===== src/rtl/hand_scorer.sv =====
// Blackjack hand scorer: accepts dealt cards over a valid/ready handshake, tracks
// player/dealer totals with soft-ace handling and produces the end-of-game win code.
module hand_scorer #(
    parameter int BUST_LIMIT = 21,
    parameter int DISP_MAX   = 30
) (
    input  logic       clk,
    input  logic       rst,
    input  logic       clear_hands,
    input  logic       card_valid,
    output logic       card_ready,
    input  logic [3:0] card_value,
    input  logic       card_to_dealer,
    input  logic       evaluate,
    output logic [4:0] playerHand,
    output logic [4:0] dealerHand,
    output logic       player_bust,
    output logic       dealer_bust,
    output logic [1:0] displayState,
    output logic       result_valid
);

    localparam logic [5:0] BUST6 = 6'(BUST_LIMIT);
    localparam logic [5:0] DISP6 = 6'(DISP_MAX);
    localparam logic [1:0] LOSE  = 2'b00;
    localparam logic [1:0] TIE   = 2'b01;
    localparam logic [1:0] WIN   = 2'b10;
    localparam logic [1:0] BJ    = 2'b11;

    typedef enum logic [2:0] {IDLE, ADD, ADJUST, EVAL, DONE} scorerState_e;

    scorerState_e state, nextState;

    logic [5:0] pTotal, dTotal;
    logic [2:0] pSoft, dSoft;
    logic [2:0] pCount, dCount;
    logic       pendEval;
    logic [3:0] cardVal;
    logic       cardDealer;

    logic [5:0] selTotal, addTotal;
    logic [2:0] selSoft, selCount, addSoft, addCount;
    logic       selBust, needAdjust;

    function automatic logic cardIsValid(input logic [3:0] v);
        return (v >= 4'd1) && (v <= 4'd13);
    endfunction

    function automatic logic [5:0] cardPoints(input logic [3:0] v);
        if (v == 4'd1)
            return 6'd11;
        else if (v >= 4'd2 && v <= 4'd10)
            return {2'b00, v};
        else if (v >= 4'd11 && v <= 4'd13)
            return 6'd10;
        else
            return 6'd0;
    endfunction

    function automatic logic [4:0] satHand(input logic [5:0] t);
        return (t > DISP6) ? DISP6[4:0] : t[4:0];
    endfunction

    function automatic logic [1:0] outcome(input logic [5:0] pt, input logic [5:0] dt,
                                           input logic [2:0] pc, input logic [2:0] dc);
        logic pBj, dBj;
        pBj = (pc == 3'd2) && (pt == BUST6);
        dBj = (dc == 3'd2) && (dt == BUST6);
        if (pt > BUST6)       return LOSE;
        else if (pBj && dBj)  return TIE;
        else if (pBj)         return BJ;
        else if (dt > BUST6)  return WIN;
        else if (pt > dt)     return WIN;
        else if (pt == dt)    return TIE;
        else                  return LOSE;
    endfunction

    // The latched card always targets one hand; ADD and ADJUST work on that selection.
    assign selTotal   = cardDealer ? dTotal : pTotal;
    assign selSoft    = cardDealer ? dSoft  : pSoft;
    assign selCount   = cardDealer ? dCount : pCount;
    assign selBust    = selTotal > BUST6;
    assign addTotal   = selTotal + cardPoints(cardVal);
    assign addSoft    = selSoft + {2'b00, (cardVal == 4'd1)};
    assign addCount   = (selCount == 3'd7) ? 3'd7 : selCount + 3'd1;
    assign needAdjust = selBust && (selSoft != 3'd0);

    always_ff @(posedge clk or negedge rst) begin
        if (!rst)
            state <= IDLE;
        else
            state <= nextState;
    end

    always_comb begin
        nextState  = state;
        card_ready = (state == IDLE);
        if (clear_hands) begin
            nextState = IDLE;
        end else begin
            unique case (state)
                IDLE: begin
                    if (card_valid)
                        nextState = ADD;
                    else if (evaluate || pendEval)
                        nextState = EVAL;
                end
                ADD:     nextState = ADJUST;
                ADJUST:  nextState = IDLE;
                EVAL:    nextState = DONE;
                DONE:    nextState = DONE;
                default: nextState = IDLE;
            endcase
        end
    end

    // Card payload register; only meaningful between a transfer and the end of ADJUST.
    always_ff @(posedge clk) begin
        if (state == IDLE && card_valid) begin
            cardVal    <= card_value;
            cardDealer <= card_to_dealer;
        end
    end

    always_ff @(posedge clk or negedge rst) begin
        if (!rst) begin
            pTotal       <= '0;
            dTotal       <= '0;
            pSoft        <= '0;
            dSoft        <= '0;
            pCount       <= '0;
            dCount       <= '0;
            pendEval     <= 1'b0;
            playerHand   <= '0;
            dealerHand   <= '0;
            player_bust  <= 1'b0;
            dealer_bust  <= 1'b0;
            displayState <= LOSE;
            result_valid <= 1'b0;
        end else if (clear_hands) begin
            pTotal       <= '0;
            dTotal       <= '0;
            pSoft        <= '0;
            dSoft        <= '0;
            pCount       <= '0;
            dCount       <= '0;
            pendEval     <= 1'b0;
            playerHand   <= '0;
            dealerHand   <= '0;
            player_bust  <= 1'b0;
            dealer_bust  <= 1'b0;
            displayState <= LOSE;
            result_valid <= 1'b0;
        end else begin
            // Outputs skip the post-ADD sample so an unadjusted soft total never shows.
            if (state != ADJUST) begin
                playerHand  <= satHand(pTotal);
                dealerHand  <= satHand(dTotal);
                player_bust <= pTotal > BUST6;
                dealer_bust <= dTotal > BUST6;
            end
            unique case (state)
                IDLE: begin
                    if (card_valid)
                        pendEval <= pendEval | evaluate;
                    else if (evaluate || pendEval)
                        pendEval <= 1'b0;
                end
                ADD: begin
                    if (evaluate)
                        pendEval <= 1'b1;
                    if (!selBust && cardIsValid(cardVal)) begin
                        if (cardDealer) begin
                            dTotal <= addTotal;
                            dSoft  <= addSoft;
                            dCount <= addCount;
                        end else begin
                            pTotal <= addTotal;
                            pSoft  <= addSoft;
                            pCount <= addCount;
                        end
                    end
                end
                ADJUST: begin
                    if (evaluate)
                        pendEval <= 1'b1;
                    if (needAdjust) begin
                        if (cardDealer) begin
                            dTotal <= selTotal - 6'd10;
                            dSoft  <= selSoft - 3'd1;
                        end else begin
                            pTotal <= selTotal - 6'd10;
                            pSoft  <= selSoft - 3'd1;
                        end
                    end
                end
                EVAL: begin
                    displayState <= outcome(pTotal, dTotal, pCount, dCount);
                    result_valid <= 1'b1;
                end
                default: ;
            endcase
        end
    end

endmodule

===== config.mk =====
export PLATFORM = sky130hd
export DESIGN_NAME = hand_scorer
export DESIGN_NICKNAME = d
export VERILOG_FILES = /design/src/rtl/hand_scorer.sv
export SDC_FILE = /design/constraint.sdc
export NUM_CORES = 1
export LEC_CHECK = 0
export ABC_AREA = 1
export BUFFER_PORTS_ARGS = -buffer_cell sky130_fd_sc_hd__buf_2
export CAP_MARGIN = 30
export CORE_AREA = 2 2 96 98
export CTS_CLUSTER_DIAMETER = 100
export CTS_CLUSTER_SIZE = 28
export DETAILED_ROUTE_END_ITERATION = 16
export DIE_AREA = 0 0 98 100
export MAX_ROUTING_LAYER = met4
export SYNTH_ARGS = -nofsm -noshare
export SYNTH_HDL_FRONTEND = slang
export SYNTH_SLANG_ARGS = --single-unit
export TNS_END_PERCENT = 50

===== constraint.sdc =====
create_clock -name clk -period 3.7 [get_ports clk]
set_clock_uncertainty 0.05 [all_clocks]
set_input_delay 0.37 -clock clk [delete_from_list [all_inputs] [get_ports clk]]
set_output_delay 0.37 -clock clk [all_outputs]
set_load 0.1 [all_outputs]

==> out/qor.txt <==
Count leader, synth = nand2_1
R2r setup slk = 1.23 ns
Power per Cell Area = 732 mW/mm2
Peak VDD IR = 0.232 mV
Switching Share = 50.0%
Run status = completed
Count of non-filler cells in the finished layout = 520
Synth-to-layout area growth = 12.0%
Slew headroom = 62.1%
Ranking of synthesized cells by area = dfrtp_1 (37%), nand2_1 (14%), inv_1 (5.9%)
Register area share after synthesis = 41.9%
Clk root buf = clkbuf_8
Hpwl dp = 5.28 mm
Top_reg_cell synth = dfrtp_1
Seq cells post-synth = 48
Sequential power share = 35.2%
HP Class = in2reg
Post-DR vias/cell = 4.85
R2r endpoint = dSoft[2]
Clk_lat worst skew = 0.31 ns
Clock transition at path regs = 0.08 ns
Gate power share = 49.1%
Largest family of logic cells by synthesized area = simple AND/OR/NAND/NOR gates
Largest net degree at the start of global routing = 44
RSZ-0062 raised after global routing = false
WL per Instance = 13.3 um
Largest area contributor in the netlist = dfrtp_1
Final Hold Fails = 0
CP Launch Point = cardDealer
Setup TNS = 0 ns
Nets = 433
Post-synthesis compound-gate area fraction = 14.3%
Clock power frac = 15.7%
Yosys Warn Count = 0
Initial detailed-routing violation count = 133
Crit path launch type = register
Register-to-Register Path Depth = 10
Yosys top cell area share = 36.8%
Fin util = 36.8%
FP Rows = 35
Design Power = 2.40 mW
CP Max Fanout = 21
Buffers on Ports = 25
Inserted Clock Buffers = 5
Max frequency = 0.405 GHz
Hold Slack = 0.194 ns
GRT Overall Usage = 15.5%
Synth top cells by count = nand2_1 (112), inv_1 (46), dfrtp_1 (43)
Final WL = 6.92 mm
Synth Cell Area = 0.00293 mm2
CP required = 3.89 ns
Core area = 0.00889 mm2
Avg Synthesized Cell Area = 7.70 um2
Least-Margin Pin Slew = 0.568 ns
Final period utilization = 66.7%
Die height = 100 um
Crit path kind = reg2reg
Htree depth = 2
Post-Syn Nets = 405
Kind of end point of the critical path = register
Remaining DRCs = 0
Final setup vio count = 0
Number of synthesized flops with an enable pin = 5
Ant. Diodes = 0
Simple logic cell fraction of the synthesized area = 27.7%
Share of cells above drive strength 1 = 14.9%
Initial antenna violation count = 0
XOR/XNOR Fraction of Synth Area = 0.299%
RePlAce Congestion = 0.872
Synth Instances = 380
Clock Tree Buf Depth = 2
# clock sinks = 48
Die W = 98 um
Crit path DAT = 2.66 ns
Mux cell area share after synthesis = 0.342%
Switch Pwr = 1.20 mW
Initial Util = 32.9%
Vias in the first global route = 2481
IO Pins = 26
Leakage = 1.68 nW
DIE AREA = 0.00980 mm2
Filler Cells Inserted = 933
Max Cap Viol = 0
Netlist cell types = 33
Crit path to = dSoft[2]
Final Max Tran Viols = 0
Grt ovf = 0
Post-synthesis adder-cell area fraction = 6.93%
FF-to-FF Start = cardDealer
CTS tree = built
Min cycle time layout = 2.47 ns
Cell Count Post-Placement = 510
First-pass iteration count of the detailed router = 4
Global-route wire length before repair = 11.9 mm
Vias = 2524
Async SR Flop Fraction = 89.6%
P_int = 1.20 mW
Post-DRT Antenna Nets = 0
-- flip-flops by register name (all words and copies together) (netlist names) --
| name | cells |
|---|---|
| pCount | 3 |
| displayState | 2 |
| dealerHand | 5 |
| dealer_bust | 1 |
| cardVal | 4 |
| state | 3 |
| pTotal | 6 |
| cardDealer | 1 |
| pSoft | 3 |
| pendEval | 1 |
| result_valid | 1 |
| dCount | 3 |
| dTotal | 6 |
| playerHand | 5 |
| player_bust | 1 |
| dSoft | 3 |
-- through the flow --
step                setup WS, ns  area [um2]
floorplan                   1.53        2930
finish                      1.23        3280
detailed placement          1.26        3130
global route               0.905        3280
CTS                         1.24        3250
global placement            1.26        3130
-- worst max-delay path, cell delays in order (launching register included) --
cell and delay, ns:
edfxtp_1 0.72, inv_1 0.21, or2_1 0.25, o21ai_0 0.10, inv_1 0.09, fa_1 0.42, o211ai_1 0.14, nand3_1 0.10
a21oi_1 0.19, nand2_1 0.07, nand2_1 0.07
-- metal layers --
layer / track usage, % / up-vias / wire [um]
li1: - / 1282 / -
met1: 19.1 / 1181 / 3200
met2: 26.4 / 52 / 3320
met3: 2.86 / 9 / 292
met4: 4.27 / 0 / 102
met5: - / - / 0
-- final cells by class --
class	count	area [um2]	share of cell area, %
Multi-Input combinational cell	276	1450	44.3
Clock inverter	1	8.76	0.267
Sequential cell	48	1230	37.4
Timing Repair Buffer	27	155	4.74
Tap cell	111	139	4.24
Inverter	50	188	5.73
Clock buffer	7	108	3.28
-- layout by cell type (no fill, tap or decap) --
| cell | instances |
|---|---|
| o21ai_0 | 29 |
| edfxtp_1 | 5 |
| o31ai_1 | 1 |
| ha_1 | 13 |
| clkbuf_16 | 1 |
| dlygate4sd3_1 | 1 |
| or2_1 | 2 |
| a21boi_0 | 1 |
| nor2_1 | 36 |
| buf_12 | 1 |
| a21oi_1 | 17 |
| buf_2 | 25 |
| o21ai_1 | 3 |
| clkinv_4 | 1 |
| inv_1 | 46 |
| o22ai_1 | 1 |
| nand3_4 | 2 |
| fa_1 | 2 |
| o21ai_2 | 12 |
| nand2_2 | 6 |
| inv_2 | 4 |
| o221ai_1 | 1 |
| nand3_1 | 19 |
| xnor2_1 | 1 |
| a22o_1 | 1 |
| nand4_1 | 2 |
| o211ai_1 | 3 |
| nand2_1 | 112 |
| or2_2 | 1 |
| nor3_1 | 7 |
| nor2_4 | 1 |
| a22oi_1 | 1 |
| nand3_2 | 1 |
| clkbuf_8 | 6 |
| dfrtp_1 | 43 |
| mux2i_1 | 1 |
-- cells by family after synthesis --
kind of cell / count (synthesis)
compound gates: 70
fa+ha+maj: 15
simple gates: 189
mux: 1
buf+inv: 56
flops: 48
xor+xnor: 1
-- power groups by stage --
stage	sequential (mW)	combinational [mW]	clock (mW)
after global placement	0.850	1.15	0
after floorplan	1.09	0.677	0
final	0.845	1.18	0.376
after CTS	0.845	1.18	0.384
after global routing	0.868	1.33	0.406
after detailed placement	0.856	1.17	0
-- worst min path at each step --
stage / from / end / slack, ns / cells past startpoint
floorplan: rst / dCount[0] / 0.02 / 0
global placement: result_valid / result_valid / 0.41 / 2
detailed placement: result_valid / result_valid / 0.41 / 2
CTS: card_to_dealer / cardDealer / 0.18 / 1
global route: card_value[1] / cardVal[1] / 0.19 / 1
finish: card_to_dealer / cardDealer / 0.19 / 1
-- repair_timing --
| action | CTS | global route |
|---|---|---|
| gates resized for setup | 0 | 0 |
| setup endpoints to repair | 0 | 0 |
| hold endpoints to repair | 0 | 9 |
| buffers inserted | 0 | 0 |
| hold buffers | 0 | 1 |
(Power assumes the default switching activity.)
